$ cat src/rtl/fetch_unit.sv
// Instruction fetch front end: PC sequencing, branch redirect with a one-bubble
// penalty, stall hold, and a count of instructions accepted downstream.
module fetch_unit #(
    parameter logic [31:0] RESET_PC = 32'h0000_0000
) (
    input  logic        clk,
    input  logic        reset,
    input  logic        stall,
    input  logic        branch_taken,
    input  logic [31:0] branch_target,
    output logic [31:0] mem_addr,
    input  logic [31:0] mem_inst,
    output logic [31:0] out_inst,
    output logic [31:0] out_pc,
    output logic        out_valid,
    output logic [31:0] fetch_count
);

    logic [31:0] r_pc;
    logic [31:0] r_out_pc;
    logic        r_out_valid;
    logic [31:0] r_fetch_count;

    logic        w_hold;
    logic        w_accept;
    logic [31:0] w_target;
    logic [31:0] w_pc_inc;

    // A bubble is never held: hold only applies to a valid presented instruction.
    assign w_hold   = stall & r_out_valid & ~branch_taken;
    assign w_accept = r_out_valid & ~stall & ~branch_taken;
    assign w_target = branch_target & 32'hFFFF_FFFC;
    assign w_pc_inc = r_pc + 32'd4;

    // While holding, re-read the presented address so mem_inst stays stable.
    assign mem_addr = reset  ? RESET_PC :
                      w_hold ? r_out_pc : r_pc;

    assign out_inst    = mem_inst;
    assign out_pc      = r_out_pc;
    assign out_valid   = r_out_valid;
    assign fetch_count = r_fetch_count;

    always_ff @(posedge clk) begin
        if (reset) begin
            r_pc        <= RESET_PC;
            r_out_pc    <= RESET_PC;
            r_out_valid <= 1'b0;
        end else if (branch_taken) begin
            r_pc        <= w_target;
            r_out_valid <= 1'b0;
        end else if (!w_hold) begin
            r_out_pc    <= r_pc;
            r_out_valid <= 1'b1;
            r_pc        <= w_pc_inc;
        end
    end

    always_ff @(posedge clk) begin
        if (reset) begin
            r_fetch_count <= 32'd0;
        end else if (w_accept) begin
            r_fetch_count <= r_fetch_count + 32'd1;
        end
    end

endmodule

$ cat config.mk
export PLATFORM = sky130hd
export DESIGN_NAME = fetch_unit
export DESIGN_NICKNAME = d
export VERILOG_FILES = /design/src/rtl/fetch_unit.sv
export SDC_FILE = /design/constraint.sdc
export NUM_CORES = 1
export LEC_CHECK = 0
export CAP_MARGIN = 20
export CORE_ASPECT_RATIO = 0.6
export CORE_UTILIZATION = 44
export CTS_CLUSTER_DIAMETER = 120
export DETAILED_ROUTE_END_ITERATION = 16
export PLACE_DENSITY = 0.82
export SYNTH_ARGS = -nofsm -noshare
export SYNTH_HDL_FRONTEND = slang
export SYNTH_SLANG_ARGS = --single-unit
export TNS_END_PERCENT = 20
$ cat constraint.sdc
create_clock -name clk -period 2.5 [get_ports clk]
set_input_delay 0.25 -clock clk [delete_from_list [all_inputs] [get_ports clk]]
set_output_delay 0.25 -clock clk [all_outputs]
set_load 0.05 [all_outputs]
### Word-level counts from Yosys, hierarchy flattened

Cells that the tools add are included.

| word-level totals | value |
|---|---|
| register bits | 97 |
| output and inout bits | 129 |
| word-level logic and storage cells | 19 |

| cells by class | value |
|---|---|
| add/sub/neg operators | 2 |
| equal/unequal tests | 1 |
| multiplexer cells | 4 |
| bitwise logic cells | 6 |
| reductions and logical operators | 1 |

Operators by type and width:

| kind | number |
|---|---|
| $mux W32 | 4 |
| $add A32 B1 Y32 const B | 1 |
| $add A32 B3 Y32 const B | 1 |
| $and A1 B1 Y1 | 4 |
| $ne A2 B2 Y1 const B | 1 |
| $not A1 Y1 | 2 |
| $reduce_or A2 Y1 | 1 |

### Depth between registers and ports, before layout

Gate-level depths: netlist (run 1).

| logic depth | value |
|---|---|
| word-level depth | 4 |
| gate-level depth with buffers | 7 |
| mapped depth without buffers | 6 |

### Worst setup path before layout (run 1)

Ideal clock, no wire load.

| timing | value |
|---|---|
| path kind | reg2out |
| start | register r_out_valid, in the netlist out_valid |
| end | output port mem_addr[10] |
| arrival | 2.295 ns |
| data required time | 2.250 ns |
| slack | -0.045 ns |
| stages on the path, launching flop included | 6 |
| buffers on the path | 2 |
| path through | dfxtp_1 -> and3b_1 -> clkbuf_1 -> clkbuf_1 -> nand2_1 -> a21oi_1 |

| on the way | value |
|---|---|
| longest elaborated chain between the ends | 4 |

Ends and longest elaborated chain:

| element | RTL line | RTL |
|---|---|---|
| start, declared | 21 | `logic r_out_valid;` |
| start signal, assigned | 48 | `r_out_valid <= 1'b0;` |
| start signal, assigned | 51 | `r_out_valid <= 1'b0;` |
| start signal, assigned | 54 | `r_out_valid <= 1'b1;` |
| $and A1 B1 Y1 (2 in series) | 30 | `assign w_hold = stall & r_out_valid & ~branch_taken;` |
| $mux W32 | - |  |
| $mux W32 | 36 | `assign mem_addr = reset ? RESET_PC :` |
| end, declared | 11 | `output logic [31:0] mem_addr,` |

Every way passes these cells.

### Final worst setup path (run 1)

| timing | value |
|---|---|
| start | input port branch_taken |
| end | output port mem_addr[30] |

| on the way | value |
|---|---|
| longest elaborated chain between the ends | 4 |

Ends and longest elaborated chain:

| element | RTL line | RTL |
|---|---|---|
| start, declared | 9 | `input logic branch_taken,` |
| $not A1 Y1 | 30 |  |
| $and A1 B1 Y1 | 30 |  |
| $mux W32 | - |  |
| $mux W32 | 36 |  |

Every way passes these cells.

==> results of run 1 <==
stage by stage:
stage	util [%]	hold WS (ns)	cells	setup TNS [ns]	setup WS, ns
after global placement	56.9	0.459	858	0	0.254
after floorplan	-	0.393	645	-1.07	-0.0445
after detailed placement	56.9	0.464	858	0	0.183
after CTS	59.8	0.346	874	0	0.247
final	59.8	0.364	874	0	0.253
after global routing	59.8	0.359	874	0	0.134
cell usage after synthesis (all sizes together):
cell / count / area share [%]
or2: 1 / 0.13
inv: 7 / 0.54
o21bai: 1 / 0.15
ha: 2 / 0.52
nand4bb: 1 / 0.23
o22ai: 1 / 0.13
nor2: 66 / 5.1
nand2b: 2 / 0.26
nor4: 5 / 1.1
nand2: 144 / 11
o21ai: 4 / 0.41
and3: 8 / 1.0
and4: 7 / 1.3
or3: 1 / 0.13
dfxtp: 95 / 39
nand4: 24 / 3.2
o21a: 2 / 0.31
buf: 38 / 5.6
nand3: 29 / 3.0
a21oi: 74 / 7.6
and3b: 1 / 0.18
clkbuf: 37 / 2.9
xor2: 41 / 7.4
or3b: 1 / 0.18
and2: 5 / 0.64
a21boi: 1 / 0.15
nor3: 8 / 0.83
mux2i: 4 / 0.83
nor3b: 3 / 0.46
xnor2: 14 / 2.5
a211oi: 18 / 2.8
cell usage in the layout (no fill, tap or decap), drive strengths merged, types with 2 or more instances in the layout:
cell type and n:
xor2 41, a21oi 74, bufinv 2, dfxtp 95, nor4 5, nor2 66, mux2i 4, xnor2 14
o21ai 4, a211oi 18, nand3 29, clkinv 4, and3 8, nor3 8, nand2b 2, o21a 2
buf 52, nor3b 3, nand2 144, clkdlybuf4s50 97, and2 5, clkbuf 9, inv 7, ha 2
and4 7, nand4 24
how the worst max path moves through the flow:
stage,slack (ns),depth (start not counted),to
floorplan,-0.04,5,mem_addr[16]
global placement,0.25,7,fetch_count[31]
detailed placement,0.18,7,fetch_count[31]
CTS,0.25,8,mem_addr[28]
global route,0.13,8,mem_addr[6]
finish,0.25,8,mem_addr[30]
cell type report:
| cell class | instances | area share (%) |
|---|---|---|
| clock buffers | 9 | 3.54 |
| clock inverters | 7 | 1.38 |
| inverters | 7 | 0.413 |
| multi-input cells | 468 | 39.9 |
| flip-flops and latches | 95 | 29.9 |
| well taps | 139 | 2.73 |
| repair buffers | 149 | 22.2 |
state kept, by name, summed over array words and instances, names as in the netlist:
name         count
out_valid        1
out_pc          32
fetch_count     32
r_pc            30
critical path, stage by stage:
cell and delay (ns):
clkdlybuf4s50_1 0.59, buf_4 0.24, inv_2 0.05, nand3_1 0.11, buf_4 0.25, nand2_1 0.08, a21oi_1 0.19, buf_4 0.23
metal layers:
layer / part of all wire (%) / up-vias / global-route usage (%)
li1: - / 2295 / -
met1: 46 / 2259 / 31.7
met2: 43 / 212 / 36.6
met3: 9.1 / 25 / 7.63
met4: 1.8 / 0 / 7.99
met5: 0 / - / 0
logic make-up (layout without fill, tap and decap cells):
group	Yosys count	after routing
flops	95	95
xor+xnor	55	55
fa+ha+maj	2	2
mux	4	4
simple gates	306	306
buf+inv	82	172
compound gates	101	101
power by group through the flow:
stage	Sequential [W]	Combinational (W)	Clock (W)
2_1_floorplan	0.00172	0.000403	0
3_3_place_gp	0.00166	0.000508	0
3_5_place_dp	0.00167	0.000516	0
4_1_cts	0.00164	0.000519	0.00149
5_1_grt	0.00165	0.000555	0.00155
6_report	0.00164	0.000520	0.00146
==> results.yml, run 1 <==
floorplan:
  die-area_sq_um: 11500
  fp.dieH_um: 83.3
  die_w_um: 138
  pin_count: 197
  start_util_pct: 45.6
  core-area_sq_um: 10600
  rows: 29
synthesis:
  synth_compound_area_share_pct: 11.6
  synth_warnings: 0
  syn_nets: 715
  synth_top_family_by_area: "simple AND/OR/NAND/NOR gates"
  netlist_instances: 645
  synth_xor_area_share_pct: 9.93
  synth_cell_types: 38
  syn_area_sq_um: 4850
  postSynthAreaPerCell_sq_um: 7.52
  ys_seq_elements: 95
  synthMuxAreaShare_pct: 0.825
  synth-simple-area-share_pct: 28.9
  synth-seq-area-share_pct: 39.2
  yosys.area_share.adder_pct: 0.516
setup_path:
  cp.arrival_ns: 2.00
  critPathRequiredTime_ns: 2.25
  endpoint_kind: "primary output"
  cp-start-kind: "primary input"
  crit_fanout: 16
  crit_type: "in2out"
  worstSetupStartpoint: "branch_taken"
  worstReg2RegStart: "out_valid"
  r2r_slack_ns: 0.52
  reg2reg_depth: 6
  reg2reg_to: "fetch_count[25]"
power_and_ir_drop:
  total_power_w: 0.00362
  p_leak_nw: 2.33
  p_comb_share_pct: 14.4
  power_switching_w: 0.000995
  swShare_pct: 27.5
  clkPwrFrac_pct: 40.4
  peakVddDrop_uv: 405
  powerDensity_nw_per_um2: 569
  p_int_w: 0.00263
  power_frac_seq_pct: 45.3
timing:
  fmax_ghz: 0.445
  setup_violations: 0
  relSlewSlack_pct: 64.1
  min_period_ns: 2.25
  worst_pin_slew_ns: 0.536
  fin_worst_skew_ns: 0.00503
  timing.final.hold_violations: 0
  slew_violations: 0
  post-route-period-util_pct: 89.9
  rsz0062_at_grt: "false"
cts:
  clkSinkCount: 95
  cts_setup_buffers: 0
  tritoncts: "built"
  htree_levels: 3
  cts-root-buf: "clkbuf_16"
  post_cts_resize_count: 0
  hold_buffers: 0
  clock_latency_ns: 0.35
  cts_buffers: 9
  cts.clk_slew.worst_paths_ns: 0.07
  clockBufferDepth: 2
cells_and_area:
  nFillCells: 899
  drive_gt1_share_pct: 10.9
  regArea_sq_um: 1900
  num_antenna_cells: 0
  fin_nets: 800
  multi_input_area_sq_um: 2540
  fin_area_sq_um: 6360
  syn2layout_area_growth_pct: 31.2
hold_path:
  hp-start: "reset"
  hold_end: "out_pc[25]"
  hold_path_class: "in2reg"
  whs_path_depth: 2
global_route:
  grt_pass1_vias: 4486
  gr-usage-all-layers_pct: 24.0
  grt_max_degree: 48
  antenna_found_initial: 0
  grt_pass1_wl_mm: 21.6
  grt_overflow_total: 0
placed_design:
  portBuffers: 130
  postPlaceCellArea_sq_um: 6050
  dp_hpwl_mm: 9.69
  routabilityCongestion: 0.862
outcome:
  outcome: "complete, no violations"
detailed_routing:
  wl_mm: 13.5
  drt_iter0_drc: 342
  num_vias: 4791
  dr.pass1.iters: 5
  ant_nets: 0
  post_drt_wl_per_cell_um: 15.5
  avgViaCountPerCell: 5.48
  drc: 0
job:
  cap_violations: 0
Note: power is estimated with default switching activity, not from simulation.
==> run 2, diff against run 1 <==
--- a/config.mk
+++ b/config.mk
@@ -6,7 +6,6 @@
 export NUM_CORES = 1
 export LEC_CHECK = 0
 export CAP_MARGIN = 20
-export CORE_ASPECT_RATIO = 0.6
 export CORE_UTILIZATION = 44
 export CTS_CLUSTER_DIAMETER = 120
 export DETAILED_ROUTE_END_ITERATION = 16
==> results.yml, run 2 (synthesis results as in run 1) <==
cts:
  post_cts_resize_count: 0
  cts_buffers: 9
  cts_setup_buffers: 0
  htree_levels: 3
  hold_buffers: 0
  tritoncts: "built"
  cts.clk_slew.worst_paths_ns: 0.08
  clockBufferDepth: 2
  cts-root-buf: "clkbuf_8"
  clkSinkCount: 95
  clock_latency_ns: 0.36
placed_design:
  postPlaceCellArea_sq_um: 6030
  place_worst_setup_slack_ns: 0.225
  dp_hpwl_mm: 9.27
  portBuffers: 130
  routabilityCongestion: 0.829
power_and_ir_drop:
  peakVddDrop_uv: 304
  p_leak_nw: 2.26
  total_power_w: 0.00309
  powerDensity_nw_per_um2: 497
floorplan:
  core-area_sq_um: 10500
  pin_count: 197
  fp.dieH_um: 107
  die-area_sq_um: 11400
  start_util_pct: 46.2
  rows: 37
  die_w_um: 107
setup_path:
  cp-start-kind: "primary input"
  reg2reg_depth: 6
  reg2reg_to: "r_pc[27]"
  worstReg2RegStart: "r_pc[4]"
  crit_type: "in2out"
  cp.arrival_ns: 1.93
  crit_fanout: 20
  endpoint_kind: "primary output"
  r2r_slack_ns: 0.59
  critPathRequiredTime_ns: 2.25
outcome:
  outcome: "complete, no violations"
global_route:
  grt_pass1_wl_mm: 21.0
  antenna_found_initial: 0
  grt_pass1_vias: 4401
  gr-usage-all-layers_pct: 22.8
  grt_max_degree: 50
  grt_overflow_total: 0
timing:
  fin_worst_skew_ns: 0.0141
  slew_violations: 0
  relSlewSlack_pct: 64.8
  rsz0062_at_grt: "false"
  setup_violations: 0
  fmax_ghz: 0.459
  min_period_ns: 2.18
  worst_pin_slew_ns: 0.526
  fin_hold_ws_ns: 0.362
  timing.final.hold_violations: 0
  layout_setup_ws_ns: 0.320
  post-route-period-util_pct: 87.2
cells_and_area:
  nFillCells: 960
  drive_gt1_share_pct: 10.9
  final_cell_mix: "nand2_1, clkdlybuf4s50_1, dfxtp_1, a21oi_1, nor2_1"
  fin_nets: 800
  syn2layout_area_growth_pct: 28.1
  final_common_cell: "nand2_1"
  fin_area_sq_um: 6210
  num_antenna_cells: 0
job:
  cap_violations: 0
detailed_routing:
  post_drt_wl_per_cell_um: 14.9
  drc: 0
  ant_nets: 0
  drt_iter0_drc: 324
  num_vias: 4646
  avgViaCountPerCell: 5.33
  wl_mm: 13.0
  dr.pass1.iters: 4
hold_path:
  whs_path_depth: 2
  hold_end: "r_pc[2]"
  hold_path_class: "in2reg"
  hp-start: "reset"
-- run 2: worst max-delay path by stage --
stage	startpoint	end	slack, ns	cells past startpoint
finish	stall	mem_addr[4]	0.32	6
global route	stall	mem_addr[16]	0.24	6
CTS	stall	mem_addr[4]	0.33	6
detailed placement	stall	fetch_count[23]	0.22	7
global placement	stall	fetch_count[31]	0.25	7
floorplan	out_valid	mem_addr[16]	-0.04	5
-- run 2: metrics by stage --
stage	std cells	TNS [ns]	util, %
3_3_place_gp	855	0	57.4
5_1_grt	871	0	59.1
6_report	871	0	59.1
3_5_place_dp	855	0	57.4
4_1_cts	871	0	59.1
2_1_floorplan	645	-1.07	-
-- run 2: routing by layer --
metal,routed length (um),track usage [%],vias to the layer above
li1,-,-,2299
met1,5580,29.0,2154
met2,6290,37.6,176
met3,914,4.98,17
met4,188,8.90,0
met5,0,0,-
-- run 2: final cells by class --
class,instances,area [sq um],share of cell area [%]
Sequential cell,95,1900,30.6
Clock inverter,6,42.5,0.685
Inverter,7,26.3,0.423
Tap cell,136,170,2.74
Multi-Input combinational cell,468,2540,40.8
Timing Repair Buffer,149,1400,22.5
Clock buffer,10,138,2.22
-- run 2: critical path, stage by stage --
cell and delay, ns:
clkdlybuf4s50_1 0.65, and3b_1 0.28, buf_4 0.27, nand2_1 0.09
a21oi_1 0.16, buf_4 0.22
-- run 2: power breakdown --
part | switching (W) | internal (W)
logic | 0.000326 | 0.000190
registers | 0.0000681 | 0.00157
clock network | 0.000547 | 0.000393
==> run 3, diff against run 2 <==
--- a/config.mk
+++ b/config.mk
@@ -7,7 +7,6 @@
 export LEC_CHECK = 0
 export CAP_MARGIN = 20
 export CORE_UTILIZATION = 44
-export CTS_CLUSTER_DIAMETER = 120
 export DETAILED_ROUTE_END_ITERATION = 16
 export PLACE_DENSITY = 0.82
 export SYNTH_ARGS = -nofsm -noshare
==> results of run 3 <==
Final layout, timing and power as in run 2 (identical DEF).
